$ cat config.mk
export PLATFORM = sky130hd
export DESIGN_NAME = airi5c_round_arbiter
export DESIGN_NICKNAME = d
export VERILOG_FILES = /design/src/rtl/airi5c_round_arbiter_pkg.sv /design/src/rtl/airi5c_rounding_logic.sv /design/src/rtl/airi5c_round_arbiter.sv
export SDC_FILE = /design/constraint.sdc
export NUM_CORES = 1
export LEC_CHECK = 0
export ABC_AREA = 1
export BUFFER_PORTS_ARGS = -buffer_cell sky130_fd_sc_hd__buf_2
export CELL_PAD_IN_SITES_DETAIL_PLACEMENT = 0
export CELL_PAD_IN_SITES_GLOBAL_PLACEMENT = 1
export CORE_UTILIZATION = 36
export DETAILED_ROUTE_END_ITERATION = 12
export GPL_TIMING_DRIVEN = 0
export PLACE_DENSITY = 0.84
export SETUP_SLACK_MARGIN = 0.2
export SKIP_LAST_GASP = 1
export SLEW_MARGIN = 20
export SYNTH_ARGS = -nofsm -noshare
export SYNTH_HDL_FRONTEND = slang
export SYNTH_SLANG_ARGS = --single-unit
export TNS_END_PERCENT = 10
$ cat constraint.sdc
create_clock -name clk -period 10.6 [get_ports clk]
set_input_delay 3.18 -clock clk [delete_from_list [all_inputs] [get_ports clk]]
set_output_delay 3.18 -clock clk [all_outputs]
set_load 0.01 [all_outputs]
$ cat src/rtl/airi5c_round_arbiter_pkg.sv
// Shared FPU rounding-mode encodings and the round-increment decision rule.
package airi5c_round_arbiter_pkg;

  localparam logic [2:0] RM_RNE = 3'b000;
  localparam logic [2:0] RM_RTZ = 3'b001;
  localparam logic [2:0] RM_RDN = 3'b010;
  localparam logic [2:0] RM_RUP = 3'b011;
  localparam logic [2:0] RM_RMM = 3'b100;

  // Decide whether the truncated magnitude must be incremented by one ulp.
  // Unused encodings (5..7) never increment, i.e. they behave as RTZ.
  function automatic logic round_up(input logic [2:0] rm, input logic sgn,
                                    input logic lsb, input logic round_bit,
                                    input logic sticky);
    logic up;
    case (rm)
      RM_RNE:  up = round_bit && (sticky || lsb);
      RM_RTZ:  up = 1'b0;
      RM_RDN:  up = sgn && (round_bit || sticky);
      RM_RUP:  up = !sgn && (round_bit || sticky);
      RM_RMM:  up = round_bit;
      default: up = 1'b0;
    endcase
    return up;
  endfunction

endpackage

$ cat src/rtl/airi5c_rounding_logic.sv
// Rounds an N-bit truncated magnitude using round/sticky bits and the
// rounding mode; the extra MSB of man_r is the carry out of the increment.
module airi5c_rounding_logic
  import airi5c_round_arbiter_pkg::*;
#(
  parameter int N = 23
) (
  input  logic [N-1:0] man,
  input  logic         round_bit,
  input  logic         sticky,
  input  logic         sgn,
  input  logic [2:0]   rm,
  output logic [N:0]   man_r,
  output logic         inexact
);

  logic inc;

  // Increment decision and carry-propagating add.
  always_comb begin
    inc     = round_up(rm, sgn, man[0], round_bit, sticky);
    man_r   = {1'b0, man} + (N+1)'(inc);
    inexact = round_bit || sticky;
  end

endmodule

$ cat src/rtl/airi5c_round_arbiter.sv
// Shared FPU rounding stage: round-robin arbitration between execution
// units, one rounding per cycle, exponent/overflow repack and a registered
// IEEE-754 result with requester ID and NX/OF flags.
module airi5c_round_arbiter
  import airi5c_round_arbiter_pkg::*;
#(
  parameter int N_REQ = 3,
  parameter int EXP_W = 8,
  parameter int MAN_W = 23,
  parameter int ID_W  = $clog2(N_REQ)
) (
  input  logic                     clk,
  input  logic                     n_reset,
  input  logic [N_REQ-1:0]         req_valid,
  output logic [N_REQ-1:0]         req_ready,
  input  logic [N_REQ-1:0]         req_sgn,
  input  logic [N_REQ*EXP_W-1:0]   req_exp,
  input  logic [N_REQ*MAN_W-1:0]   req_man,
  input  logic [N_REQ-1:0]         req_round,
  input  logic [N_REQ-1:0]         req_sticky,
  input  logic [N_REQ*3-1:0]       req_rm,
  output logic                     out_valid,
  input  logic                     out_ready,
  output logic [ID_W-1:0]          out_id,
  output logic [EXP_W+MAN_W:0]     out_result,
  output logic                     out_nx,
  output logic                     out_of
);

  localparam int RES_W = 1 + EXP_W + MAN_W;
  localparam logic [EXP_W-1:0] EXP_ONES    = '1;
  localparam logic [EXP_W-1:0] EXP_MAX_FIN = {{(EXP_W-1){1'b1}}, 1'b0};

  logic [EXP_W-1:0] exp_arr [N_REQ];
  logic [MAN_W-1:0] man_arr [N_REQ];
  logic [2:0]       rm_arr  [N_REQ];

  logic [ID_W-1:0]  ptr;
  logic [ID_W-1:0]  winner;
  logic             grant_any;
  logic             accept_en;
  logic             transfer;

  logic             sel_sgn;
  logic [EXP_W-1:0] sel_exp;
  logic [MAN_W-1:0] sel_man;
  logic [MAN_W:0]   man_r;
  logic             inexact;
  logic [RES_W+1:0] packed_res;

  logic             vld_p1;
  logic [ID_W-1:0]  id_p1;
  logic [RES_W-1:0] result_p1;
  logic             nx_p1;
  logic             of_p1;

  // Repack the rounded fraction: Inf/NaN passthrough, mantissa carry into
  // the exponent, and overflow to infinity. Returns {of, nx, result}.
  function automatic logic [RES_W+1:0] repack(input logic sgn,
                                              input logic [EXP_W-1:0] e,
                                              input logic [MAN_W-1:0] man,
                                              input logic [MAN_W:0] rnd,
                                              input logic nx);
    logic [RES_W+1:0] r;
    if (e == EXP_ONES)
      r = {2'b00, sgn, e, man};
    else if (!rnd[MAN_W])
      r = {1'b0, nx, sgn, e, rnd[MAN_W-1:0]};
    else if (e == EXP_MAX_FIN)
      r = {2'b11, sgn, EXP_ONES, {MAN_W{1'b0}}};
    else
      r = {1'b0, nx, sgn, e + EXP_W'(1), {MAN_W{1'b0}}};
    return r;
  endfunction

  // Split the packed requester buses into per-requester fields.
  always_comb begin
    for (int i = 0; i < N_REQ; i++) begin
      exp_arr[i] = req_exp[i*EXP_W +: EXP_W];
      man_arr[i] = req_man[i*MAN_W +: MAN_W];
      rm_arr[i]  = req_rm[i*3 +: 3];
    end
  end

  // Round-robin search: first valid requester starting at ptr, wrapping.
  always_comb begin
    int              idx_i;
    logic [ID_W-1:0] idx;
    grant_any = 1'b0;
    winner    = '0;
    idx_i     = 0;
    idx       = '0;
    for (int k = 0; k < N_REQ; k++) begin
      idx_i = int'(ptr) + k;
      if (idx_i >= N_REQ) idx_i = idx_i - N_REQ;
      idx = ID_W'(idx_i);
      if (!grant_any && req_valid[idx]) begin
        grant_any = 1'b1;
        winner    = idx;
      end
    end
  end

  // Handshake: the output slot is free or draining this cycle; held in
  // reset so nobody sees ready while n_reset is low.
  always_comb begin
    accept_en = n_reset && (!vld_p1 || out_ready);
    transfer  = accept_en && grant_any;
    req_ready = '0;
    if (transfer) req_ready[winner] = 1'b1;
  end

  // Winner's operands into the shared rounder, then repack.
  always_comb begin
    sel_sgn    = req_sgn[winner];
    sel_exp    = exp_arr[winner];
    sel_man    = man_arr[winner];
    packed_res = repack(sel_sgn, sel_exp, sel_man, man_r, inexact);
  end

  airi5c_rounding_logic #(
    .N (MAN_W)
  ) u_rounding (
    .man       (sel_man),
    .round_bit (req_round[winner]),
    .sticky    (req_sticky[winner]),
    .sgn       (sel_sgn),
    .rm        (rm_arr[winner]),
    .man_r     (man_r),
    .inexact   (inexact)
  );

  // ---- stage p1: output register and round-robin pointer ----
  always_ff @(posedge clk or negedge n_reset) begin
    if (!n_reset) begin
      vld_p1    <= 1'b0;
      id_p1     <= '0;
      result_p1 <= '0;
      nx_p1     <= 1'b0;
      of_p1     <= 1'b0;
      ptr       <= '0;
    end else if (accept_en) begin
      vld_p1 <= grant_any;
      if (grant_any) begin
        id_p1     <= winner;
        result_p1 <= packed_res[RES_W-1:0];
        nx_p1     <= packed_res[RES_W];
        of_p1     <= packed_res[RES_W+1];
        ptr       <= (winner == ID_W'(N_REQ-1)) ? '0 : winner + ID_W'(1);
      end
    end
  end

  assign out_valid  = vld_p1;
  assign out_id     = id_p1;
  assign out_result = result_p1;
  assign out_nx     = nx_p1;
  assign out_of     = of_p1;

endmodule
---- Yosys cells after proc, flatten, opt, wreduce, memory -nomap -nowiden ----
Cells that the tools add are included.
word-level totals
  flip-flop bits (word level) ............. 39
  logic and storage cells ................. 85
operators by class
  $add $sub $neg .......................... 8
  order comparisons ....................... 9
  equal/unequal tests ..................... 6
  muxes and demuxes ....................... 38
  bitwise gates (word level) .............. 1
  reduce and logical (&&, ||, !) cells .... 17
operator list
  operator                                                    number
  two-way mux 34 bit                                          3
  binary-select mux 23 bit (select 2 bit)                     1
  two-way mux 23 bit                                          2
  adder 23 x 1 -> 24 bit                                      1
  binary-select mux 8 bit (select 2 bit)                      1
  equality test 8 bit, second input constant                  2
  two-way mux 8 bit                                           2
  two-way mux 2 bit                                           7
  binary-select mux 1 bit (select 2 bit)                      6
  less-than comparator 2 x 3 -> 1 bit, second input constant  4
  two-way mux 1 bit                                           10
  two-way mux 3 bit                                           3
  adder 8 x 1 -> 8 bit, second input constant                 1
  logical AND 1 bit                                           8
  binary-select mux 3 bit (select 2 bit)                      1
  equality test 3 x 2 -> 1 bit, second input constant         2
  >= comparator 3 x 2 -> 1 bit, second input constant         2
  subtractor 2 bit, second input constant                     3
  logical NOT 1 bit                                           4
  case mux 1 bit (4 select lines)                             1
  adder 2 x 1 -> 3 bit, second input constant                 1
  adder 2 x 2 -> 3 bit, second input constant                 1
  equality test 3 bit, second input constant                  1
  >= comparator 3 bit, second input constant                  1
  other kinds (9)                                             11

---- Logic depth before layout (Yosys ltp) ----
  depth in word-level cells ............... 21
  gate-level depth with buffers ........... 28

---- Hierarchy ----
Synthesis repeated with hierarchy kept, for this count alone.
unflattened totals
  cells, all modules ...................... 680
  area total of the unflattened synthesis .. 4041.4 sq um
modules (own cells, without submodules)
  module                 instances  cells each  area each (sq um)  sequential area each (sq um)
  airi5c_round_arbiter   1          554         3354.5             975.9
  airi5c_rounding_logic  1          126         686.9              0.0

---- Worst setup path before layout ----
Ideal clock, no wire load.
  path type ............................... input-to-output
  from .................................... in req_valid[1]
  to ...................................... out req_ready[2]
  arrival ................................. 4.227 ns
  slack ................................... 3.193 ns
  stages on the path ...................... 10
  buffers on the path ..................... 2
  path through ............................ inv_1 -> nand2_1 -> nand3_1 -> nand2_2 -> nand3_4 -> nor2_4 -> nor2_8 -> buf_6 -> buf_2 -> nor2_1
on the way
  longest elaborated chain between the ends .. 14
  elaborated cells between the ends (all ways) .. 23
RTL lines
  what                                                                                                              line                         RTL
  from (decl)                                                                                                       airi5c_round_arbiter.sv:14   input logic [N_REQ-1:0] req_valid,
  binary-select mux 1 bit (select 2 bit)                                                                            airi5c_round_arbiter.sv:97   if (!grant_any && req_valid[idx]) begin
  two-way mux 1 bit (not written as such)                                                                           airi5c_round_arbiter.sv:97
  two-way mux 1 bit                                                                                                 airi5c_round_arbiter.sv:97
  logical NOT 1 bit                                                                                                 airi5c_round_arbiter.sv:97
  logical AND 1 bit                                                                                                 airi5c_round_arbiter.sv:97
  two-way mux 1 bit                                                                                                 airi5c_round_arbiter.sv:97
  logical NOT 1 bit                                                                                                 airi5c_round_arbiter.sv:97
  logical AND 1 bit                                                                                                 airi5c_round_arbiter.sv:97
  two-way mux 2 bit                                                                                                 airi5c_round_arbiter.sv:97
  less-than comparator 2 x 3 -> 1 bit (not written as such) / >= comparator 2 x 1 -> 1 bit (equally long branches)  airi5c_round_arbiter.sv:110  if (transfer) req_ready[winner] = 1'b1;
  logical AND 1 bit (not written as such)                                                                           airi5c_round_arbiter.sv:110
  two-way mux 1 bit (not written as such)                                                                           airi5c_round_arbiter.sv:110
  demux 1 bit (select 2 bit)                                                                                        airi5c_round_arbiter.sv:110
  two-way mux 3 bit (*)                                                                                             airi5c_round_arbiter.sv:110
  to (decl)                                                                                                         airi5c_round_arbiter.sv:15   output logic [N_REQ-1:0] req_ready,
Mark *: on every way between the ends. The rest lies on a longest branch, timed or not. The select of a mux whose other input is x is not followed.

---- Worst setup path after layout ----
  from .................................... in n_reset
  to ...................................... out req_ready[2]
on the way
  longest elaborated chain between the ends .. 3
RTL lines
  what               line                         RTL
  from (decl)        airi5c_round_arbiter.sv:13   input logic n_reset,
  logical AND 1 bit  airi5c_round_arbiter.sv:107  accept_en = n_reset && (!vld_p1 || out_ready);
  logical AND 1 bit  airi5c_round_arbiter.sv:108  transfer = accept_en && grant_any;
  two-way mux 3 bit  airi5c_round_arbiter.sv:110
No other way between the ends.

==> impl_metrics.json <==
{
  "outcome": "finished, final reports clean",
  "fin_crit_ps": 8183,
  "ys.flop_type": "dfrtp_1",
  "skew_ps": 6.906,
  "synth_seq_cells": 39,
  "n_antenna_cell": 0,
  "setup_viol": 0,
  "dp_worst_setup_slack_ps": 2351,
  "drive_gt1_share_pct": 34.11,
  "max_stage_delay_ps": 690,
  "timing.fmax_ghz": 0.1222,
  "globalRouteOverflowTotal": 0,
  "dpl_cell_area_um2": 4922,
  "cts_resized": 0,
  "ys_warn_count": 0,
  "synth_most_common_cell": "nand2_1",
  "die_h_um": 107.0,
  "avgViaCountPerCell": 5.080,
  "track_usage_pct": 24.96,
  "worst_pin_slew_ps": 914.2,
  "postCtsSetupRepairBufs": 0,
  "gp_congestion": 0.8939,
  "timing.hold.ws_ps": 475.8,
  "vias": 4592,
  "fin_ws_ps": 2417,
  "seq_area_frac_synth_pct": 24.57,
  "yosys-top-cells-count": "189 x nand2_1, 99 x nand3_1, 47 x nor2_1",
  "hold_class": "flop to flop",
  "die_width_um": 107.0,
  "cp-end-kind": "output port",
  "antenna_left": 0,
  "num_rows": 37,
  "ctsHoldBuffers": 0,
  "cts.path.max_buffers": 2,
  "grt_max_degree": 41,
  "drt-initial-drc-count": 300,
  "syn_inst": 604,
  "grt_pass1_vias": 4443,
  "start_util_pct": 37.79,
  "slew_violations": 0,
  "synth-async-reset-ratio_pct": 100.0,
  "grt_pass1_wl_mm": 22.10,
  "synthesis.nets": 729,
  "drt_wl_total_mm": 13.83,
  "avgRoutedWirePerCell_um": 15.30,
  "synth_area_leaders": "dfrtp_1 25%, nand2_1 18%, nand3_1 12%, nand3_2 7.1%, nor2_1 4.4%",
  "required_ps": 7420,
  "startpoint_type": "input port",
  "grt_antenna_before_repair": 0,
  "cts_buffers": 5,
  "port_buffers": 156,
  "crit_arrival_ps": 5000,
  "synth_edf_count": 0,
  "cts_root_buf": "clkbuf_8",
  "cap_violations": 0,
  "area_delta_synth_final_pct": 26.91,
  "dieArea_um2": 11460,
  "max_slew_margin_pct": 39.05,
  "clock_sinks": 39,
  "hold_violations": 0,
  "clk_pin_slew_ps": 80,
  "cts_max_level": 2,
  "netlist.area_leader.share_pct": 24.57,
  "timing.final.crit_share_pct": 77.20,
  "stdcell_area_um2": 5040,
  "path_cells": "buf_2 > o21a_1 > nand2_1 > clkbuf_1 > nor2_1 > buf_2",
  "clock_latency_ps": 300,
  "dpl.hpwl_mm": 11.45,
  "syn_area_per_cell_um2": 6.575,
  "io_pins": 157,
  "crit_fanout": 40,
  "firstDrtPassIters": 5,
  "rsz0062_at_grt": "no",
  "crit_path_frequent_cell": "buf_2",
  "yosys.area.top_type": "dfrtp_1",
  "worstSetupPathType": "input port to output port",
  "synth.distinct_cells": 42,
  "drc_errors": 0,
  "setup-tns-final_ps": 0,
  "coreArea_um2": 10510,
  "synth_area_um2": 3971,
  "cp_slowest_cell": "buf_2",
  "cts_tree": "done",
  "final_nets": 892
}
registers in the layout, summed over array words and instances, names as in the netlist:
name / count
out_result: 32
out_id: 2
ptr: 2
out_nx: 1
out_of: 1
out_valid: 1
area by class of cell:
class                           count  area, um2
Clock buffer                        6      82.58
Sequential cell                    39      975.9
Buffer                             22      160.2
Inverter                           56      217.7
Clock inverter                      2      35.03
Tap cell                          136      170.2
Fill cell                        1127       5469
Multi-Input combinational cell    487       2618
Timing Repair Buffer              156      780.7
critical path, delay by kind of cell:
kind / cells / cell delay, ps
compound gates: 1 / 230
buf+inv: 3 / 1200
simple gates: 2 / 370
kinds of logic after synthesis:
kind of cell,Yosys count,synth area share [%]
and+or+nand+nor,422,54.22
buffers and inverters,78,9.514
AOI/OAI and AO/OA,47,6.963
DFF,39,24.57
xor gates and xnor gates,10,2.206
adders and majority gates,8,2.521
metal layers:
layer  part of all wire (%)  vias to the layer above  global-route usage, %  routed length, um
met3                    5.8                       24                  3.222                806
met5                      0                        -                      0                  0
met4                    2.1                        0                  8.317                296
met1                     44                     2105                  31.68               6026
li1                       -                     2298                      -                  -
met2                     48                      165                  43.46               6697
stage by stage:
stage | utilization, % | instances
2_1_floorplan | - | 604
3_3_place_gp | 46.84 | 896
3_5_place_dp | 46.84 | 896
4_1_cts | 47.96 | 904
5_1_grt | 47.96 | 904
6_report | 47.96 | 904
placed cells by master (no fill, tap or decap), types with 3 or more instances in the layout:
cell type,n
nand3_4,3
nor2_4,10
nand4_1,14
xor2_1,9
inv_1,43
clkbuf_8,6
inv_2,10
ha_1,8
buf_4,4
nor2_2,10
buf_6,6
nand3_1,99
nand2_2,12
a21oi_1,6
clkbuf_1,6
nand2_1,189
nor2_1,47
o21bai_1,6
o21ai_1,10
dfrtp_1,39
o21ai_0,15
nand3_2,28
buf_2,161
final timing paths:
check                                             endpoint                        from  slack (ps)  cells after the start
worst max-delay path                          req_ready[2]                     n_reset        2420                      6
worst max register to register  out_result[20]$_DFFE_PN0P_          ptr[0]$_DFFE_PN0P_        6510                     22
worst min register to register  out_result[14]$_DFFE_PN0P_  out_result[14]$_DFFE_PN0P_         480                      2
min in group asynchronous        out_result[8]$_DFFE_PN0P_                     n_reset        3020                      1
max in group asynchronous        out_result[1]$_DFFE_PN0P_                     n_reset        7020                      1
worst min-delay path            out_result[14]$_DFFE_PN0P_  out_result[14]$_DFFE_PN0P_         480                      2
Power is not shown: default switching activity piles up to over one toggle a cycle in this logic, so the estimate is an artifact.
